==> src/rtl/pc_sequencer_pkg.sv <==
// ----------------------------------------------------------------------------
// pc_seq_pkg
// Shared definitions for the program-counter fetch sequencer:
//   - seq_state_e : sequencer states (IDLE, FETCH, ISSUE, HALTED)
//   - PC_W_DEF    : default program counter / instruction address width
//   - INSTR_W_DEF : default instruction word width
//   - RESET_PC_DEF: default PC value loaded while rst_n is low
// ----------------------------------------------------------------------------
package pc_seq_pkg;

    localparam int          PC_W_DEF     = 8;
    localparam int          INSTR_W_DEF  = 16;
    localparam int unsigned RESET_PC_DEF = 0;

    typedef enum logic [1:0] {
        IDLE   = 2'd0,
        FETCH  = 2'd1,
        ISSUE  = 2'd2,
        HALTED = 2'd3
    } seq_state_e;

endpackage

==> src/rtl/pc_sequencer_if.sv <==
// ----------------------------------------------------------------------------
// pc_sequencer_if
// Instruction-memory read bus between the fetch sequencer and the memory.
//   imem_req   : read request (sequencer -> memory)
//   imem_addr  : read address (sequencer -> memory)
//   imem_ack   : read data valid this cycle (memory -> sequencer)
//   imem_rdata : read data (memory -> sequencer)
// Modports: master = sequencer side, slave = memory side.
// ----------------------------------------------------------------------------
interface pc_sequencer_if #(
    parameter int PC_W    = 8,
    parameter int INSTR_W = 16
);

    logic               imem_req;
    logic [PC_W-1:0]    imem_addr;
    logic               imem_ack;
    logic [INSTR_W-1:0] imem_rdata;

    modport master (
        output imem_req,
        output imem_addr,
        input  imem_ack,
        input  imem_rdata
    );

    modport slave (
        input  imem_req,
        input  imem_addr,
        output imem_ack,
        output imem_rdata
    );

endinterface

==> src/rtl/pc_sequencer_pc_reg.sv <==
// ----------------------------------------------------------------------------
// pc_reg
// Program counter register with an absolute load and a sequential increment.
//   i_clk, i_rst_n : clock, asynchronous active-low reset (loads RESET_PC)
//   i_load         : load i_loadValue (takes precedence over i_inc)
//   i_loadValue    : absolute value to load
//   i_inc          : advance by one, modulo 2^PC_W
//   o_pc           : current program counter
//   o_wrap         : one-cycle pulse after an increment from all-ones
// ----------------------------------------------------------------------------
module pc_reg #(
    parameter int              PC_W     = 8,
    parameter logic [PC_W-1:0] RESET_PC = '0
) (
    input  logic            i_clk,
    input  logic            i_rst_n,
    input  logic            i_load,
    input  logic [PC_W-1:0] i_loadValue,
    input  logic            i_inc,
    output logic [PC_W-1:0] o_pc,
    output logic            o_wrap
);

    logic [PC_W-1:0] r_pc;
    logic            r_wrap;

    // Loads never raise the wrap flag, even when the target arithmetic
    // overflowed; only the plain +1 out of all-ones counts as a wrap.
    always_ff @(posedge i_clk or negedge i_rst_n) begin
        if (!i_rst_n) begin
            r_pc   <= RESET_PC;
            r_wrap <= 1'b0;
        end else begin
            r_wrap <= 1'b0;
            if (i_load) begin
                r_pc <= i_loadValue;
            end else if (i_inc) begin
                r_pc   <= r_pc + PC_W'(1);
                r_wrap <= &r_pc;
            end
        end
    end

    assign o_pc   = r_pc;
    assign o_wrap = r_wrap;

endmodule

==> src/rtl/pc_sequencer.sv <==
// ----------------------------------------------------------------------------
// pc_sequencer
// Fetch controller owning the program counter. Requests the instruction at
// pc, holds it for the consumer, then advances pc by +1, jump or branch.
//   sysclk, rst_n        : clock, asynchronous active-low reset
//   start                : leave IDLE/HALTED and begin fetching
//   stall                : consumer not ready, hold the issued instruction
//   halt                 : stop after the current instruction
//   jump_en, jump_addr   : absolute redirect
//   branch_en, branch_off: relative redirect (two's-complement offset)
//   imem                 : instruction memory read bus (master side)
//   instr, instr_valid   : latched instruction presented to the consumer
//   pc                   : current program counter (also drives imem_addr)
//   halted               : sequencer is in HALTED
//   pc_wrap              : one-cycle pulse on a sequential wrap
// ----------------------------------------------------------------------------
module pc_sequencer
    import pc_seq_pkg::*;
#(
    parameter int              PC_W     = PC_W_DEF,
    parameter int              INSTR_W  = INSTR_W_DEF,
    parameter logic [PC_W-1:0] RESET_PC = PC_W'(RESET_PC_DEF)
) (
    input  logic               sysclk,
    input  logic               rst_n,
    input  logic               start,
    input  logic               stall,
    input  logic               halt,
    input  logic               jump_en,
    input  logic [PC_W-1:0]    jump_addr,
    input  logic               branch_en,
    input  logic [PC_W-1:0]    branch_off,
    pc_sequencer_if.master     imem,
    output logic [INSTR_W-1:0] instr,
    output logic               instr_valid,
    output logic [PC_W-1:0]    pc,
    output logic               halted,
    output logic               pc_wrap
);

    seq_state_e         r_state;
    seq_state_e         w_nextState;
    logic [INSTR_W-1:0] r_instr;
    logic               r_imemReq;
    logic               r_instrValid;
    logic               r_halted;
    logic               w_load;
    logic [PC_W-1:0]    w_loadValue;
    logic               w_inc;
    logic               w_latch;
    logic [PC_W-1:0]    w_pc;
    logic               w_wrap;
    logic [PC_W-1:0]    w_branchTarget;

    // The offset is already PC_W wide, so sign extension to PC_W is the
    // identity and a plain modular add gives the relative target.
    assign w_branchTarget = w_pc + branch_off;

    // Next-state and PC control. Redirect inputs only matter on the cycle
    // ISSUE is left; a stalled ISSUE ignores them completely. Resuming from
    // HALTED steps past the instruction that was halted on.
    always_comb begin
        w_nextState = r_state;
        w_load      = 1'b0;
        w_loadValue = jump_addr;
        w_inc       = 1'b0;
        w_latch     = 1'b0;
        case (r_state)
            IDLE: begin
                if (start) begin
                    w_nextState = FETCH;
                end
            end
            FETCH: begin
                if (imem.imem_ack) begin
                    w_latch     = 1'b1;
                    w_nextState = ISSUE;
                end
            end
            ISSUE: begin
                if (!stall) begin
                    if (halt) begin
                        w_nextState = HALTED;
                    end else if (jump_en) begin
                        w_load      = 1'b1;
                        w_loadValue = jump_addr;
                        w_nextState = FETCH;
                    end else if (branch_en) begin
                        w_load      = 1'b1;
                        w_loadValue = w_branchTarget;
                        w_nextState = FETCH;
                    end else begin
                        w_inc       = 1'b1;
                        w_nextState = FETCH;
                    end
                end
            end
            HALTED: begin
                if (start) begin
                    w_inc       = 1'b1;
                    w_nextState = FETCH;
                end
            end
            default: begin
                w_nextState = IDLE;
            end
        endcase
    end

    // State register plus registered status outputs. The status flags are
    // decoded from the next state so they line up with the state register
    // while still coming straight from flops; reset clears them at once,
    // which also withdraws any outstanding memory request.
    always_ff @(posedge sysclk or negedge rst_n) begin
        if (!rst_n) begin
            r_state      <= IDLE;
            r_instr      <= '0;
            r_imemReq    <= 1'b0;
            r_instrValid <= 1'b0;
            r_halted     <= 1'b0;
        end else begin
            r_state      <= w_nextState;
            r_imemReq    <= (w_nextState == FETCH);
            r_instrValid <= (w_nextState == ISSUE);
            r_halted     <= (w_nextState == HALTED);
            if (w_latch) begin
                r_instr <= imem.imem_rdata;
            end
        end
    end

    pc_reg #(
        .PC_W     (PC_W),
        .RESET_PC (RESET_PC)
    ) u_pcReg (
        .i_clk       (sysclk),
        .i_rst_n     (rst_n),
        .i_load      (w_load),
        .i_loadValue (w_loadValue),
        .i_inc       (w_inc),
        .o_pc        (w_pc),
        .o_wrap      (w_wrap)
    );

    assign imem.imem_req  = r_imemReq;
    assign imem.imem_addr = w_pc;
    assign instr          = r_instr;
    assign instr_valid    = r_instrValid;
    assign pc             = w_pc;
    assign halted         = r_halted;
    assign pc_wrap        = w_wrap;

endmodule

==> src/flat_wrapper.sv <==
// flat-port wrapper written by rule: the top's interface ports become plain ports
module pc_sequencer_flat import pc_seq_pkg::*;
#(
    parameter int              PC_W     = PC_W_DEF,
    parameter int              INSTR_W  = INSTR_W_DEF,
    parameter logic [PC_W-1:0] RESET_PC = PC_W'(RESET_PC_DEF)
)
  (sysclk, rst_n, start, stall, halt, jump_en, jump_addr, branch_en, branch_off, instr, instr_valid, pc, halted, pc_wrap, imem_imem_req, imem_imem_addr, imem_imem_ack, imem_imem_rdata);
  pc_sequencer_if #(.PC_W(PC_W), .INSTR_W(INSTR_W)) imem_i ();
  input  logic sysclk;
  input  logic rst_n;
  input  logic start;
  input  logic stall;
  input  logic halt;
  input  logic jump_en;
  input  logic [PC_W-1:0] jump_addr;
  input  logic branch_en;
  input  logic [PC_W-1:0] branch_off;
  output logic [INSTR_W-1:0] instr;
  output logic instr_valid;
  output logic [PC_W-1:0] pc;
  output logic halted;
  output logic pc_wrap;
  output wire logic [$bits(imem_i.imem_req)-1:0] imem_imem_req;
  output wire logic [$bits(imem_i.imem_addr)-1:0] imem_imem_addr;
  input wire logic [$bits(imem_i.imem_ack)-1:0] imem_imem_ack;
  input wire logic [$bits(imem_i.imem_rdata)-1:0] imem_imem_rdata;
  assign imem_imem_req = imem_i.imem_req;
  assign imem_imem_addr = imem_i.imem_addr;
  assign imem_i.imem_ack = imem_imem_ack;
  assign imem_i.imem_rdata = imem_imem_rdata;
  pc_sequencer #(.PC_W(PC_W), .INSTR_W(INSTR_W), .RESET_PC(RESET_PC)) u_core (.sysclk(sysclk), .rst_n(rst_n), .start(start), .stall(stall), .halt(halt), .jump_en(jump_en), .jump_addr(jump_addr), .branch_en(branch_en), .branch_off(branch_off), .imem(imem_i), .instr(instr), .instr_valid(instr_valid), .pc(pc), .halted(halted), .pc_wrap(pc_wrap));
endmodule
==> config.mk <==
export PLATFORM = sky130hd
export DESIGN_NAME = pc_sequencer_flat
export DESIGN_NICKNAME = d
export VERILOG_FILES = /design/src/rtl/pc_sequencer_pkg.sv /design/src/rtl/pc_sequencer_if.sv /design/src/rtl/pc_sequencer_pc_reg.sv /design/src/rtl/pc_sequencer.sv /design/src/flat_wrapper.sv
export SDC_FILE = /design/constraint.sdc
export NUM_CORES = 1
export LEC_CHECK = 0
export CELL_PAD_IN_SITES_DETAIL_PLACEMENT = 2
export CELL_PAD_IN_SITES_GLOBAL_PLACEMENT = 2
export CORE_ASPECT_RATIO = 0.5
export CORE_MARGIN = 2
export CORE_UTILIZATION = 27
export DETAILED_ROUTE_END_ITERATION = 12
export PLACE_DENSITY_LB_ADDON = 0.1
export SLEW_MARGIN = 20
export SYNTH_ARGS = -nofsm -noshare
export SYNTH_HDL_FRONTEND = slang
export SYNTH_SLANG_ARGS = --single-unit
==> constraint.sdc <==
create_clock -name sysclk -period 4.85 [get_ports sysclk]
set_input_delay 0.97 -clock sysclk [delete_from_list [all_inputs] [get_ports sysclk]]
set_output_delay 0.97 -clock sysclk [all_outputs]
set_load 0.03 [all_outputs]
==> impl_results.md <==
- TritonCTS sink count: 30
- Reg area: 751 sq um
- Clock slew at the register clock pins of the worst setup and hold paths: 0.05 ns
- Critical Path Start Type: input port
- Placement Rows: 21
- Layout area overhead: 53.2%
- Syn Area/Cell: 10.4 sq um
- FILL cells: 714
- RSZ-0062 raised after global routing: no
- Die X: 120 um
- Net Count, Synth: 228
- # H-tree levels: 2
- Final hold violation count: 0
- Count of flip-flops with a built-in enable after synthesis: 0
- Max-cap check violation count: 0
- Sum Neg Setup Slack: 0 ns
- CTS tree: built
- Post-Syn Area: 1830 sq um
- Slew margin rel.: 56.2%
- Critical Path AT: 2.86 ns
- Outcome: complete, no violations
- FMAX: 374 MHz
- Initial antenna violation count: 0
- Largest cells by area after synthesis: dfrtp_1 (41%), mux2_2 (9.9%), ha_1 (8.2%)
- CTS buffer count: 5
- Post-DP HPWL: 4.60 mm
- Clock skew: 0.00803 ns
- GRT Total Usage: 15.8%
- Netlist cell types: 43
- Worst Reg2Reg Path Length in Cells: 7
- Max-slew violation count: 0
- Hold path depth: 1
- Worst Hold End: u_core.instr[10]
- Via count: 1,612
- WL final: 5.71 mm
- Setup crit end kind: register
- Initial Utilization: 27.6%
- Synth warn: 0
- Vias in the first global route: 1,784
- Buffers added on ports: 75
- Share of layout cells above drive strength 1: 12.5%
- Final #Nets: 301
- Hold WC Path Type: register to register
- Top cell type's share of synthesized area: 41.1%
- Leading area contributor after synthesis: dfrtp_1
- Seq/Total Area, Yosys: 41.1%
- Clock root cell: clkbuf_16
- Routability congestion estimate: 0.705
- Primary FF master, synth: dfrtp_1
- Io pins: 76
- Clock Tree Buf Depth: 2
- Worst skew pair latency: 0.27 ns
- Area of the multi-input gates: 973 sq um
- DR vias/cell: 4.74
- Hold path start: u_core.instr[10]
- Max VDD drop: 0.222 mV
- Fin crit share: 55.2%
- Hold_buf cts: 0
- 1st-iter DRT viols: 43
- PwrDens: 689 nW/um^2
- Synthesized instance count: 175
- Critical path type: input port to register
- N_diodes: 0
- Die height: 62.2 um
- Worst EP required: 5.03 ns
- Reg2reg start: u_core.r_state[0]
- Routed Antenna Nets: 0
- Reg2reg end: u_core.u_pcReg.o_pc[7]
- Yosys reg bits: 30
- Core region area: 6620 sq um
- Number of setup buffers added after CTS: 0
- Power Total: 1930 uW
- Finish-stage setup viols: 0
- Grt total ovfl: 0
- Slew @ Worst Pin: 0.656 ns
- Residual DRC: 0
- R2R Setup Slk: 2.72 ns
- Leak pwr: 0.00115 uW
- Largest net degree at the start of global routing: 31
- Asr flop ratio synth: 100%
- Critical path fanouts, max: 3
- Global-route wire length before repair: 9.30 mm
- Min Tclk post-route: 2.67 ns
- WL per Instance: 16.8 um
- DIE AREA: 7480 sq um
- Post-CTS Resized: 0
- DRT Pass-1 Iters: 4
[layout make-up]
type | count | share of cell area [%]
inverters | 9 | 1.21
flip-flops and latches | 30 | 26.8
well taps | 92 | 4.11
repair buffers | 76 | 27.1
clock buffers | 6 | 4.96
clock inverters | 1 | 1.07
multi-input cells | 126 | 34.8
[routing by layer]
| metal | vias up | GRT usage, % | wire, um |
|---|---|---|---|
| met4 | 0 | 2.62 | 31 |
| met1 | 797 | 20.4 | 2610 |
| met2 | 47 | 27.6 | 2820 |
| met3 | 4 | 3.68 | 252 |
| li1 | 764 | - | - |
| met5 | - | 0 | 0 |
[stage by stage]
| step | hold WS (ns) | instance area (sq um) | setup slack (ns) | std cells | utilization (%) |
|---|---|---|---|---|---|
| final | 0.504 | 2800 | 2.18 | 340 | 42.3 |
| after global routing | 0.516 | 2800 | 2.07 | 340 | 42.3 |
| after CTS | 0.508 | 2800 | 2.15 | 340 | 42.3 |
| after detailed placement | 0.498 | 2630 | 1.88 | 333 | 39.7 |
| after global placement | 0.488 | 2630 | 1.95 | 333 | 39.7 |
| after floorplan | 0.674 | 1830 | 2.56 | 175 | - |
[synth_stat cells (2+ instances only)]
library cell and n:
a211oi_1 2, a21oi_1 10, a22oi_1 2, and2_1 2, and3_1 2, buf_2 2, buf_4 8, dfrtp_1 30
ha_1 12, inv_1 9, mux2_2 16, nand2_1 11, nand2b_1 3, nand3_1 6, nor2_1 14, o211ai_1 2
o21ai_0 4, o21ai_1 5, o31a_1 2, xnor2_1 6, xor2_1 5
[critical path, cell delays in order]
cell	delay, ns
clkdlybuf4s50_1	0.46
ha_1	0.22
inv_1	0.08
fa_1	0.39
nand2b_1	0.19
a21oi_1	0.14
a211oi_1	0.07
xor2_1	0.15
o211ai_1	0.18
[report_power, final]
| group | leakage, uW | internal, uW | switching, uW |
|---|---|---|---|
| registers | 0.000368 | 368 | 116 |
| logic | 0.000703 | 489 | 602 |
| clock network | 0.0000829 | 253 | 100 |
| total | 0.00115 | 1110 | 819 |
[cells by family (layout without fill, tap and decap cells)]
family	after synthesis	in the layout	share of synthesized area [%]
multiplexers	18	18	11.0
AO/OA/AOI/OAI	39	39	14.9
flip-flops	30	30	41.1
adder cells (fa/ha/maj)	13	13	9.31
buffers and inverters	19	92	5.68
XOR/XNOR	11	11	5.27
AND/OR/NAND/NOR	45	45	12.8
[state kept, by name, summed over array words and instances (netlist names)]
register	cells
u_core.r_state	2
u_core.instr_valid	1
u_core.halted	1
u_core.u_pcReg.o_pc	8
u_core.imem.imem_req	1
u_core.u_pcReg.o_wrap	1
u_core.instr	16
[placed cells by master (no fill, tap or decap), types with 2 or more instances in the layout]
cell type | netlist | layout
o21ai_1 | 5 | 5
and2_1 | 2 | 2
mux2_2 | 16 | 16
o21ai_0 | 4 | 4
xor2_1 | 5 | 5
ha_1 | 12 | 12
clkbuf_16 | 0 | 5
inv_1 | 9 | 9
nor2_1 | 14 | 14
nand2_1 | 11 | 11
o31a_1 | 2 | 2
dfrtp_1 | 30 | 30
clkdlybuf4s50_1 | 0 | 75
nand2b_1 | 3 | 3
a22oi_1 | 2 | 2
and3_1 | 2 | 2
a211oi_1 | 2 | 2
nand3_1 | 6 | 6
a21oi_1 | 10 | 10
o211ai_1 | 2 | 2
xnor2_1 | 6 | 6
[how the worst max path moves through the flow]
stage                  start                      to  cells past startpoint
2_1_floorplan  branch_off[0]  u_core.u_pcReg.o_pc[6]                      8
3_3_place_gp   branch_off[0]  u_core.u_pcReg.o_pc[6]                      9
5_1_grt        branch_off[0]  u_core.u_pcReg.o_pc[6]                      9
6_report       branch_off[0]  u_core.u_pcReg.o_pc[6]                      9
3_5_place_dp   branch_off[0]  u_core.u_pcReg.o_pc[6]                      9
4_1_cts        branch_off[0]  u_core.u_pcReg.o_pc[6]                      9
(Power assumes the default switching activity.)
